**src/rtl/craps_game_ctrl_if.sv**
```systemverilog
// Board-facing signals of the craps controller: roll button in, dice, segments and LEDs out.
// roll_count exists only when CRAPS_ROLL_COUNT_EN is defined.
interface craps_game_ctrl_if;
  logic       roll;
  logic [2:0] die1;
  logic [2:0] die2;
  logic [6:0] disp1;
  logic [6:0] disp2;
  logic [3:0] point;
  logic       point_valid;
  logic       win;
  logic       lose;
`ifdef CRAPS_ROLL_COUNT_EN
  logic [7:0] roll_count;

  modport master (
    input  roll,
    output die1, die2, disp1, disp2, point, point_valid, win, lose, roll_count
  );
  modport slave (
    output roll,
    input  die1, die2, disp1, disp2, point, point_valid, win, lose, roll_count
  );
`else
  modport master (
    input  roll,
    output die1, die2, disp1, disp2, point, point_valid, win, lose
  );
  modport slave (
    output roll,
    input  die1, die2, disp1, disp2, point, point_valid, win, lose
  );
`endif
endinterface

```
**src/rtl/craps_game_ctrl.sv**
```systemverilog
// Craps sequencer: debounced roll button, free-running dice, come-out/point rules; results one cycle after release.
// Optional CRAPS_ROLL_COUNT_EN adds a saturating per-game count of evaluated releases.
module craps_game_ctrl #(
  parameter int unsigned DEBOUNCE_CYCLES = 16,
  parameter bit          SEG_ACTIVE_LOW  = 1'b1
) (
  input  logic              clock,
  input  logic              reset,
  craps_game_ctrl_if.master game_if
);

  typedef enum logic [1:0] {COME_OUT, POINT, GAME_WIN, GAME_LOSE} state_t;

  localparam logic [15:0] DB_LAST = 16'(DEBOUNCE_CYCLES - 1);

  state_t      state_q;
  logic        roll_s1_q, roll_s2_q;
  logic        roll_db_q, roll_db_d, roll_db_prev_q;
  logic [15:0] db_cnt_q, db_cnt_d;
  logic [2:0]  c1_q, c1_d, c2_q, c2_d;
  logic [2:0]  die1_q, die2_q;
  logic [3:0]  point_q;
  logic        point_valid_q, win_q, lose_q;
  logic        press, release_evt;
  logic [3:0]  sum;

  function automatic logic [6:0] seg_enc(input logic [2:0] v);
    logic [6:0] s;
    case (v)
      3'd1:    s = 7'b0000110;
      3'd2:    s = 7'b1011011;
      3'd3:    s = 7'b1001111;
      3'd4:    s = 7'b1100110;
      3'd5:    s = 7'b1101101;
      3'd6:    s = 7'b1111101;
      default: s = 7'b0000000;
    endcase
    return SEG_ACTIVE_LOW ? ~s : s;
  endfunction

  // Any sample agreeing with roll_db restarts the stability count.
  always_comb begin
    roll_db_d = roll_db_q;
    db_cnt_d  = '0;
    if (roll_s2_q != roll_db_q) begin
      if (db_cnt_q == DB_LAST) roll_db_d = roll_s2_q;
      else                     db_cnt_d  = db_cnt_q + 16'd1;
    end
    c1_d = (c1_q == 3'd6) ? 3'd1 : c1_q + 3'd1;
    c2_d = c2_q;
    if (c1_q == 3'd6) c2_d = (c2_q == 3'd6) ? 3'd1 : c2_q + 3'd1;
  end

  always_ff @(posedge clock) begin
    if (reset) begin
      roll_s1_q      <= 1'b0;
      roll_s2_q      <= 1'b0;
      roll_db_q      <= 1'b0;
      roll_db_prev_q <= 1'b0;
      db_cnt_q       <= '0;
      c1_q           <= 3'd1;
      c2_q           <= 3'd1;
    end else begin
      roll_s1_q      <= game_if.roll;
      roll_s2_q      <= roll_s1_q;
      roll_db_q      <= roll_db_d;
      roll_db_prev_q <= roll_db_q;
      db_cnt_q       <= db_cnt_d;
      c1_q           <= c1_d;
      c2_q           <= c2_d;
    end
  end

  assign press       = roll_db_q & ~roll_db_prev_q;
  assign release_evt = ~roll_db_q & roll_db_prev_q;
  assign sum         = {1'b0, c1_q} + {1'b0, c2_q};

  always_ff @(posedge clock) begin
    if (reset) begin
      state_q       <= COME_OUT;
      die1_q        <= '0;
      die2_q        <= '0;
      point_q       <= '0;
      point_valid_q <= 1'b0;
      win_q         <= 1'b0;
      lose_q        <= 1'b0;
    end else begin
      case (state_q)
        COME_OUT: if (release_evt) begin
          die1_q <= c1_q;
          die2_q <= c2_q;
          if (sum == 4'd7 || sum == 4'd11) begin
            state_q <= GAME_WIN;
            win_q   <= 1'b1;
          end else if (sum == 4'd2 || sum == 4'd3 || sum == 4'd12) begin
            state_q <= GAME_LOSE;
            lose_q  <= 1'b1;
          end else begin
            state_q       <= POINT;
            point_q       <= sum;
            point_valid_q <= 1'b1;
          end
        end
        POINT: if (release_evt) begin
          die1_q <= c1_q;
          die2_q <= c2_q;
          if (sum == point_q) begin
            state_q       <= GAME_WIN;
            win_q         <= 1'b1;
            point_valid_q <= 1'b0;
          end else if (sum == 4'd7) begin
            state_q       <= GAME_LOSE;
            lose_q        <= 1'b1;
            point_valid_q <= 1'b0;
          end
        end
        GAME_WIN, GAME_LOSE: if (press) begin
          // Button is still down: the upcoming release is the new come-out roll.
          state_q       <= COME_OUT;
          win_q         <= 1'b0;
          lose_q        <= 1'b0;
          point_q       <= '0;
          point_valid_q <= 1'b0;
        end
        default: state_q <= COME_OUT;
      endcase
    end
  end

`ifdef CRAPS_ROLL_COUNT_EN
  logic [7:0] roll_count_q;
  always_ff @(posedge clock) begin
    if (reset) begin
      roll_count_q <= '0;
    end else if (press && (state_q == GAME_WIN || state_q == GAME_LOSE)) begin
      roll_count_q <= '0;
    end else if (release_evt && (state_q == COME_OUT || state_q == POINT)) begin
      if (roll_count_q != 8'hff) roll_count_q <= roll_count_q + 8'd1;
    end
  end
  assign game_if.roll_count = roll_count_q;
`endif

  assign game_if.die1        = die1_q;
  assign game_if.die2        = die2_q;
  assign game_if.disp1       = seg_enc(roll_db_q ? c1_q : die1_q);
  assign game_if.disp2       = seg_enc(roll_db_q ? c2_q : die2_q);
  assign game_if.point       = point_q;
  assign game_if.point_valid = point_valid_q;
  assign game_if.win         = win_q;
  assign game_if.lose        = lose_q;

endmodule

```
**src/flat_wrapper.sv**
```systemverilog
// flat-port wrapper written by rule: the top's interface ports become plain ports
module craps_game_ctrl_flat 
#(
  parameter int unsigned DEBOUNCE_CYCLES = 16,
  parameter bit          SEG_ACTIVE_LOW  = 1'b1
)
  (clock, reset, game_if_roll, game_if_die1, game_if_die2, game_if_disp1, game_if_disp2, game_if_point, game_if_point_valid, game_if_win, game_if_lose);
  craps_game_ctrl_if game_if_i ();
  input  logic clock;
  input  logic reset;
  input wire logic [$bits(game_if_i.roll)-1:0] game_if_roll;
  output wire logic [$bits(game_if_i.die1)-1:0] game_if_die1;
  output wire logic [$bits(game_if_i.die2)-1:0] game_if_die2;
  output wire logic [$bits(game_if_i.disp1)-1:0] game_if_disp1;
  output wire logic [$bits(game_if_i.disp2)-1:0] game_if_disp2;
  output wire logic [$bits(game_if_i.point)-1:0] game_if_point;
  output wire logic [$bits(game_if_i.point_valid)-1:0] game_if_point_valid;
  output wire logic [$bits(game_if_i.win)-1:0] game_if_win;
  output wire logic [$bits(game_if_i.lose)-1:0] game_if_lose;
  assign game_if_i.roll = game_if_roll;
  assign game_if_die1 = game_if_i.die1;
  assign game_if_die2 = game_if_i.die2;
  assign game_if_disp1 = game_if_i.disp1;
  assign game_if_disp2 = game_if_i.disp2;
  assign game_if_point = game_if_i.point;
  assign game_if_point_valid = game_if_i.point_valid;
  assign game_if_win = game_if_i.win;
  assign game_if_lose = game_if_i.lose;
  craps_game_ctrl #(.DEBOUNCE_CYCLES(DEBOUNCE_CYCLES), .SEG_ACTIVE_LOW(SEG_ACTIVE_LOW)) u_core (.clock(clock), .reset(reset), .game_if(game_if_i));
endmodule
```
**config.mk**
```make
export PLATFORM = sky130hd
export DESIGN_NAME = craps_game_ctrl_flat
export DESIGN_NICKNAME = d
export VERILOG_FILES = /design/src/rtl/craps_game_ctrl_if.sv /design/src/rtl/craps_game_ctrl.sv /design/src/flat_wrapper.sv
export SDC_FILE = /design/constraint.sdc
export NUM_CORES = 1
export LEC_CHECK = 0
export CORE_UTILIZATION = 45
export DETAILED_ROUTE_END_ITERATION = 8
export PLACE_DENSITY_LB_ADDON = 0.2
export SKIP_LAST_GASP = 1
export SLEW_MARGIN = 20
export SYNTH_ARGS = -nofsm -noshare
export SYNTH_HDL_FRONTEND = slang
export SYNTH_SLANG_ARGS = --single-unit
```
**constraint.sdc**
```tcl
create_clock -name clock -period 6.6 [get_ports clock]
set_input_delay 1.32 -clock clock [delete_from_list [all_inputs] [get_ports clock]]
set_output_delay 1.32 -clock clock [all_outputs]
set_load 0.05 [all_outputs]
```
==> results of run 1 <==
[worst max-delay path, cell delays in order, from the launching register on]
cell and delay, ps:
dfxtp_1 910, nor2_1 110, a21oi_1 190, clkdlybuf4s50_1 830
[cell families after synthesis]
kind of cell | share of synthesized area
AOI/OAI and AO/OA | 0.165
xor gates and xnor gates | 0.111
adders and majority gates | 0.0384
buffers and inverters | 0.0525
DFF | 0.331
muxes | 0.0162
and+or+nand+nor | 0.286
[layout make-up]
class	count	area, um^2
clock inverters	3	17.5
fillers	518	2370
clock buffers	5	68.8
flip-flops and latches	41	821
repair buffers	30	298
inverters	3	11.3
well taps	70	87.6
multi-input cells	241	1530
[metrics by stage]
stage	hold WS (ps)	instance area, um^2	setup WS [ps]
after detailed placement	450	2740	3240
after CTS	462	2830	2930
after global routing	491	2830	2770
final	462	2830	2940
after global placement	446	2740	3310
after floorplan	414	2480	2760
[power by group through the flow]
stage / combinational (mW) / clock, mW / sequential, mW
5_1_grt: 0.0779 / 0.179 / 0.262
3_3_place_gp: 0.0688 / 0 / 0.267
2_1_floorplan: 0.0670 / 0 / 0.260
3_5_place_dp: 0.0698 / 0 / 0.267
4_1_cts: 0.0698 / 0.167 / 0.261
6_report: 0.0696 / 0.161 / 0.261
[flip-flops by register name (all words and copies together), names as in the netlist]
register,flops
u_core.c1_q,3
u_core.c2_q,3
u_core.db_cnt_q,16
u_core.game_if.die1,3
u_core.game_if.die2,3
u_core.game_if.lose,1
u_core.game_if.point,4
u_core.game_if.point_valid,1
u_core.game_if.win,1
u_core.roll_db_prev_q,1
u_core.roll_db_q,1
u_core.roll_s1_q,1
u_core.roll_s2_q,1
u_core.state_q,2
[per-layer routing]
| layer | share of wire | wire [um] |
|---|---|---|
| met5 | 0 | 0 |
| met1 | 0.49 | 2410 |
| met4 | 0.0083 | 41 |
| met3 | 0.016 | 80 |
| met2 | 0.49 | 2410 |
[worst paths after layout]
| check | slack, ps | end | cells after the start | start |
|---|---|---|---|---|
| max | 2940 | game_if_disp2[3] | 3 | u_core.roll_db_q |
| min | 460 | u_core.roll_s2_q | 1 | u_core.roll_s1_q |
| max reg2reg | 4020 | u_core.state_q[1] | 7 | u_core.c2_q[0] |
| min reg2reg | 460 | u_core.roll_s2_q | 1 | u_core.roll_s1_q |
[synth_stat cells (all sizes together), types with 9 or more instances]
cell    number
nor2        50
dfxtp       41
nand2       39
a21oi       16
clkbuf      15
xnor2       14
xor2        14
nor3        12
nand3       10
buf          9
==> results.sh, run 1 <==
export IMPL_status="finished clean"
export IMPL_leakagePower_nw=0.964
export IMPL_busiest_layer="met2"
export IMPL_num_rows=26
export IMPL_core_region_area_mm2=0.00520
export IMPL_clock_path_buffers=2
export IMPL_synth_top_area_share=0.331
export IMPL_rsz0062_at_grt="false"
export IMPL_hold_violations=0
export IMPL_areaGrowthSynthToFinish_pct=14.2
export IMPL_layout_commonest_cell="nor2_1"
export IMPL_start_util=0.476
export IMPL_gp_congestion=0.818
export IMPL_internal_power_uw=355
export IMPL_cts_buffers=5
export IMPL_syn_num_nets=319
export IMPL_clk_pin_slew_worst_paths_ps=80
export IMPL_max_cap_violations=0
export IMPL_cts_hold_buf=0
export IMPL_synth_seq_cells=41
export IMPL_hold_class="flop to flop"
export IMPL_synth_async_reset_ratio=0
export IMPL_wire_per_inst_um=12.6
export IMPL_cts_resized=0
export IMPL_peakVddDrop_mv=0.0960
export IMPL_p_clk_frac=0.328
export IMPL_mostFrequentLayoutCells="50 x nor2_1, 41 x dfxtp_1, 39 x nand2_1"
export IMPL_seq_power_share=0.531
export IMPL_power_total_uw=492
export IMPL_overflow=0
export IMPL_path_class="flop to primary output"
export IMPL_clock_sinks=41
export IMPL_grt_use_total=0.184
export IMPL_netlist_instances=309
export IMPL_dieHeight_um=76.2
export IMPL_dieArea_mm2=0.00581
export IMPL_numPlacedInstances=385
export IMPL_viasPerCell=5.33
export IMPL_final_setup_viol_count=0
export IMPL_swShare=0.279
export IMPL_finalCriticalPeriod_ps=3660
export IMPL_num_antenna_cells=0
export IMPL_start_kind="flop"
export IMPL_synth_edff_count=0
export IMPL_synth_top_area_cell="dfxtp_1"
export IMPL_maxSlewViolCount=0
export IMPL_fin_util=0.544
export IMPL_dr_total_vias=2094
export IMPL_die_x_um=76.2
export IMPL_tightest_slew_ps=897
export IMPL_finalClockSkew_ps=10.1
export IMPL_finalCritPeriodShare=0.554
export IMPL_final_cell_count_no_fill=393
export IMPL_cts_setup_buffers=0
export IMPL_postSynthAreaPerCell_um2=8.02
export IMPL_p_sw_uw=137
export IMPL_insertion_delay_ps=290
export IMPL_cts_root_buffer="clkbuf_8"
export IMPL_drt_iter0_drc=122
export IMPL_slew_headroom=0.401
export IMPL_synth_seq_area_share=0.331
export IMPL_routed_wl_mm=4.94
export IMPL_fmax_mhz=274
export IMPL_arrival_ps=2340
export IMPL_cts_max_level=2
export IMPL_setup_tns_ps=0
export IMPL_antenna_found_initial=0
export IMPL_port_buffers=29
export IMPL_use_met1=0.230
export IMPL_drc=0
export IMPL_syn_cell_area_mm2=0.00248
export IMPL_synthFlopType="dfxtp_1"
export IMPL_ys_types=58
export IMPL_ant_nets=0
export IMPL_end_kind="primary output"
export IMPL_tritoncts="yes"
export IMPL_dp_hpwl_mm=3.46
export IMPL_use_met2=0.323
export IMPL_synth_area_leaders="dfxtp_1 33%, nor2_1 7.6%, nand2_1 5.9%"
export IMPL_drive_gt1_frac=0.0650
export IMPL_final_nets=332
export IMPL_grt_first_pass_wirelength_mm=8.91
export IMPL_firstDrtPassIters=4
export IMPL_power_density_mw_per_mm2=174
export IMPL_grtUsageMet3=0.0323
export IMPL_path_max_fanout=30
export IMPL_io_pins=30
export IMPL_grt_max_degree=31
export IMPL_combPwrFrac=0.142
export IMPL_cp_required_ps=5280
export IMPL_yosysWarningCount=0
export IMPL_first_global_vias=2007
Note: power is estimated with default switching activity, not from simulation.
==> inputs of run 2 (changes only) <==
Clock period 6.6 ns to 2.95 ns, I/O delays scaled along.
==> run 2 against run 1 <==
  * Cell area grew 0.66%
  * Clock power grew 140%
  * Combinational power grew 130%
  * Utilization grew 0.36 points
  * Power grew 130%
  * Register-to-register slack lost 3600 ps
  * Critical endpoint is now game_if_disp2[0]
  * Global-route usage grew 0.33 points
==> results.sh, run 2 (synthesis gave the netlist of run 1 again) <==
export IMPL_drt_iter0_drc=70
export IMPL_dp_slack_ps=393
export IMPL_firstDrtPassIters=4
export IMPL_r2r_start="u_core.c2_q[0]"
export IMPL_grt_first_pass_wirelength_mm=8.83
export IMPL_final_nets=333
export IMPL_cp_required_ps=2360
export IMPL_rsz0062_at_grt="false"
export IMPL_final_cell_count_no_fill=394
export IMPL_fin_ws_ps=180
export IMPL_insertion_delay_ps=290
export IMPL_holdWs_ps=466
export IMPL_cts_max_level=2
export IMPL_swShare=0.274
export IMPL_top_register="u_core.db_cnt_q"
export IMPL_p_sw_uw=310
export IMPL_clock_sinks=41
export IMPL_status="finished clean"
export IMPL_maxSlewViolCount=0
export IMPL_setup_tns_ps=0
export IMPL_drc=0
export IMPL_fillers=513
export IMPL_gp_congestion=0.823
export IMPL_combPwrFrac=0.139
export IMPL_clk_pin_slew_worst_paths_ps=80
export IMPL_max_cap_violations=0
export IMPL_cts_root_buffer="clkbuf_8"
export IMPL_drive_gt1_frac=0.0710
export IMPL_grt_use_total=0.187
export IMPL_grt_max_degree=27
export IMPL_routed_wl_mm=5.11
export IMPL_first_global_vias=1926
export IMPL_dr_total_vias=2103
export IMPL_areaGrowthSynthToFinish_pct=15.0
export IMPL_viasPerCell=5.34
export IMPL_arrival_ps=2180
export IMPL_seq_power_share=0.517
export IMPL_tightest_slew_ps=661
export IMPL_port_buffers=29
export IMPL_wire_per_inst_um=13.0
export IMPL_hold_class="flop to flop"
export IMPL_ant_nets=0
export IMPL_core_region_area_mm2=0.00520
export IMPL_finalClockSkew_ps=4.08
export IMPL_num_rows=26
export IMPL_start_kind="flop"
export IMPL_power_density_mw_per_mm2=397
export IMPL_tritoncts="yes"
export IMPL_dieHeight_um=76.2
export IMPL_io_pins=30
export IMPL_slew_headroom=0.559
export IMPL_path_class="flop to primary output"
export IMPL_reg2regPathDepth=7
export IMPL_dieArea_mm2=0.00581
export IMPL_cts_buffers=5
export IMPL_final_setup_viol_count=0
export IMPL_largest_register_ffs=16
export IMPL_cts_setup_buffers=0
export IMPL_num_antenna_cells=0
export IMPL_p_clk_frac=0.344
export IMPL_numPlacedInstances=386
export IMPL_end_kind="primary output"
export IMPL_clock_path_buffers=2
export IMPL_timing_critical_path_to="game_if_disp2[0]"
export IMPL_rrSetupSlack_ps=380
export IMPL_leakagePower_nw=0.977
export IMPL_dp_hpwl_mm=3.65
export IMPL_finalCriticalPeriod_ps=2770
export IMPL_peakVddDrop_mv=0.308
export IMPL_layout_commonest_cell="nor2_1"
export IMPL_hold_violations=0
export IMPL_die_x_um=76.2
export IMPL_fmax_mhz=361
export IMPL_r2r_end="u_core.state_q[1]"
export IMPL_overflow=0
export IMPL_antenna_found_initial=0
export IMPL_internal_power_uw=820
export IMPL_finalCritPeriodShare=0.939
export IMPL_mostFrequentLayoutCells="50 x nor2_1, 40 x dfxtp_1, 39 x nand2_1"
export IMPL_crit_start="u_core.c2_q[2]"
export IMPL_path_max_fanout=11
export IMPL_start_util=0.476
run 2: cell count changes in the layout (fill, tap and decap cells not counted):
cell / before / now
dfxtp_1: 41 / 40
clkinv_2: 2 / 1
o21ai_0: 2 / 1
o21ai_1: 0 / 1
dfxtp_2: 0 / 1
clkinvlp_4: 1 / 0
clkbuf_8: 5 / 6
clkinv_4: 0 / 1
buf_4: 1 / 2
run 2: worst min path at each step:
stage	end	depth (start not counted)	start
2_1_floorplan	u_core.roll_s2_q	1	u_core.roll_s1_q
3_3_place_gp	u_core.db_cnt_q[0]	1	u_core.db_cnt_q[0]
3_5_place_dp	u_core.db_cnt_q[0]	1	u_core.db_cnt_q[0]
4_1_cts	u_core.roll_s2_q	1	u_core.roll_s1_q
5_1_grt	u_core.roll_s2_q	1	u_core.roll_s1_q
6_report	u_core.db_cnt_q[0]	1	u_core.db_cnt_q[0]
run 2: area by class of cell:
class                      instances  area (um^2)  share of cell area
sequential                        41          822               0.289
multi-input combinational        241         1530               0.536
clock inverter                     2         13.8             0.00483
clock buffer                       6         82.6              0.0290
tap                               70         87.6              0.0307
inverter                           3         11.3             0.00395
timing repair buffer              31          305               0.107
run 2: timing repair:
| item | in CTS | in global routing |
|---|---|---|
| hold buffers | 0 | 0 |
| setup endpoints to repair | 0 | 5 |
| gates resized for setup | 0 | 1 |
run 2: routing by layer:
layer	vias to the layer above	GRT usage	part of all wire
li1	1096	-	-
met1	986	0.232	0.48
met2	17	0.321	0.48
met3	4	0.0503	0.023
met4	0	0.0462	0.0082
met5	-	0	0
run 2: power groups by stage:
stage                     Combinational (mW)  Sequential, mW  Clock (mW)
after CTS                              0.157           0.584       0.402
after detailed placement               0.157           0.597           0
final                                  0.157           0.584       0.389
after floorplan                        0.150           0.582           0
after global placement                 0.155           0.597           0
after global routing                   0.173           0.587       0.424
run 2: critical path, cell delays in order (launching register included):
cell,delay [ps]
dfxtp_1,560
nand2_1,140
xnor2_1,160
a21oi_1,200
clkdlybuf4s50_1,830
run 2: per-stage QoR:
step	area, um^2	utilization	power (mW)
2_1_floorplan	2480	-	0.732
3_3_place_gp	2750	0.529	0.753
3_5_place_dp	2750	0.529	0.754
4_1_cts	2850	0.547	1.14
5_1_grt	2850	0.547	1.18
6_report	2850	0.547	1.13
==> inputs of run 3 (changes only) <==
Settings changed: SETUP_SLACK_MARGIN set to 0.05.
==> run 3 against run 2 <==
  * First-iteration DRC count rose by 4.3%
  * Sequential cell count did not move
  * Die area did not move
  * Utilization barely moved
  * Global-route usage did not move
  * Critical endpoint unchanged
  * Largest power group unchanged
  * Highest routed layer unchanged
==> results.sh, run 3 (synthesis gave the netlist of run 1 again) <==
export IMPL_arrival_ps=2170
export IMPL_hold_class="flop to flop"
export IMPL_path_cells="nand2_1 > xnor2_1 > a21oi_1 > clkdlybuf4s50_1"
export IMPL_clock_path_buffers=2
export IMPL_crit_start="u_core.c2_q[2]"
export IMPL_areaGrowthSynthToFinish_pct=15.1
export IMPL_cts_buffers=5
export IMPL_dieHeight_um=76.2
export IMPL_tritoncts="yes"
export IMPL_worst_path_buf_inv=1
export IMPL_swShare=0.274
export IMPL_core_region_area_mm2=0.00520
export IMPL_firstDrtPassIters=4
export IMPL_port_buffers=29
export IMPL_rsz0062_at_grt="false"
export IMPL_finalCriticalPeriod_ps=2760
export IMPL_peakVddDrop_mv=0.308
export IMPL_num_antenna_cells=0
export IMPL_tightest_slew_ps=661
export IMPL_finalCritPeriodShare=0.935
export IMPL_drt_iter0_drc=73
export IMPL_ant_nets=0
export IMPL_internal_power_uw=820
export IMPL_die_x_um=76.2
export IMPL_finalClockSkew_ps=4.12
export IMPL_leakagePower_nw=0.978
export IMPL_cts_setup_buffers=0
export IMPL_fmax_mhz=363
export IMPL_power_density_mw_per_mm2=396
export IMPL_slew_headroom=0.558
export IMPL_busiest_layer="met2"
export IMPL_grt_use_total=0.187
export IMPL_rrSetupSlack_ps=370
export IMPL_grt_max_degree=27
export IMPL_grt_first_pass_wirelength_mm=8.83
export IMPL_first_global_vias=1926
export IMPL_mostFrequentLayoutCells="50 x nor2_1, 39 x nand2_1, 39 x dfxtp_1"
export IMPL_path_max_fanout=11
export IMPL_final_setup_viol_count=0
export IMPL_antenna_found_initial=0
export IMPL_p_sw_uw=310
export IMPL_clock_sinks=41
export IMPL_insertion_delay_ps=290
export IMPL_clk_pin_slew_worst_paths_ps=80
export IMPL_dieArea_mm2=0.00581
export IMPL_hold_start="u_core.db_cnt_q[0]"
export IMPL_routed_wl_mm=5.13
export IMPL_end_kind="primary output"
export IMPL_fillers=515
export IMPL_status="finished clean"
export IMPL_cp_required_ps=2360
export IMPL_critPathMaxStageDelay_ps=830
export IMPL_grtUsageMet3=0.0503
export IMPL_cts_max_level=2
export IMPL_start_util=0.476
export IMPL_viasPerCell=5.34
export IMPL_hold_violations=0
export IMPL_crit_slowest_cell="clkdlybuf4s50_1"
export IMPL_dp_hpwl_mm=3.65
export IMPL_numPlacedInstances=386
export IMPL_p_clk_frac=0.344
export IMPL_io_pins=30
export IMPL_start_kind="flop"
export IMPL_use_met2=0.321
export IMPL_seq_power_share=0.517
export IMPL_layout_commonest_cell="nor2_1"
export IMPL_setup_tns_ps=0
export IMPL_r2r_start="u_core.c2_q[0]"
export IMPL_gp_congestion=0.823
export IMPL_cts_root_buffer="clkbuf_8"
export IMPL_top_register="u_core.db_cnt_q"
export IMPL_drive_gt1_frac=0.0741
export IMPL_crit_family="buffers and inverters"
export IMPL_wire_per_inst_um=13.0
export IMPL_combPwrFrac=0.139
export IMPL_final_nets=333
export IMPL_dr_total_vias=2104
export IMPL_largest_register_ffs=16
export IMPL_num_rows=26
export IMPL_overflow=0
export IMPL_max_cap_violations=0
export IMPL_drc=0
export IMPL_maxSlewViolCount=0
export IMPL_use_met1=0.232
export IMPL_path_class="flop to primary output"
export IMPL_final_cell_count_no_fill=394
[run 3: timing repair]
action / CTS / global route
setup endpoints to repair: 0 / 13
resized for setup: 0 / 2
hold buffers: 0 / 0
hold endpoints to repair: 0 / 0
[run 3: metrics by stage]
step,power [mW],util,cell area [um^2],setup slack [ps],hold slack [ps]
floorplan,0.732,-,2480,158,414
global placement,0.753,0.529,2750,429,444
detailed placement,0.754,0.529,2750,393,450
CTS,1.14,0.547,2850,128,470
global route,1.18,0.548,2850,55.4,480
finish,1.13,0.548,2850,193,466
[run 3: worst paths after layout]
check | end | cells past startpoint
worst max-delay path | game_if_disp2[0] | 4
worst max register to register | u_core.state_q[1] | 7
worst min register to register | u_core.db_cnt_q[0] | 1
worst min-delay path | u_core.db_cnt_q[0] | 1
[run 3: power groups by stage]
stage	logic, mW	registers (mW)	clock network, mW
after global routing	0.173	0.587	0.424
after detailed placement	0.157	0.597	0
after global placement	0.155	0.597	0
after CTS	0.157	0.584	0.402
after floorplan	0.150	0.582	0
final	0.157	0.584	0.389
[run 3: final cells by class]
type | instances | area (um^2) | share of cell area
Sequential cell | 41 | 823 | 0.289
Tap cell | 70 | 87.6 | 0.0307
Multi-Input combinational cell | 241 | 1530 | 0.536
Inverter | 3 | 11.3 | 0.00395
Clock buffer | 6 | 82.6 | 0.0290
Timing Repair Buffer | 31 | 305 | 0.107
Clock inverter | 2 | 13.8 | 0.00483
[run 3: metal layers]
layer  part of all wire  wire length, um  up-vias
li1                   -                -     1097
met1               0.48             2480      984
met2               0.49             2490       19
met3              0.022              115        4
met4             0.0082               42        0
met5                  0                0        -
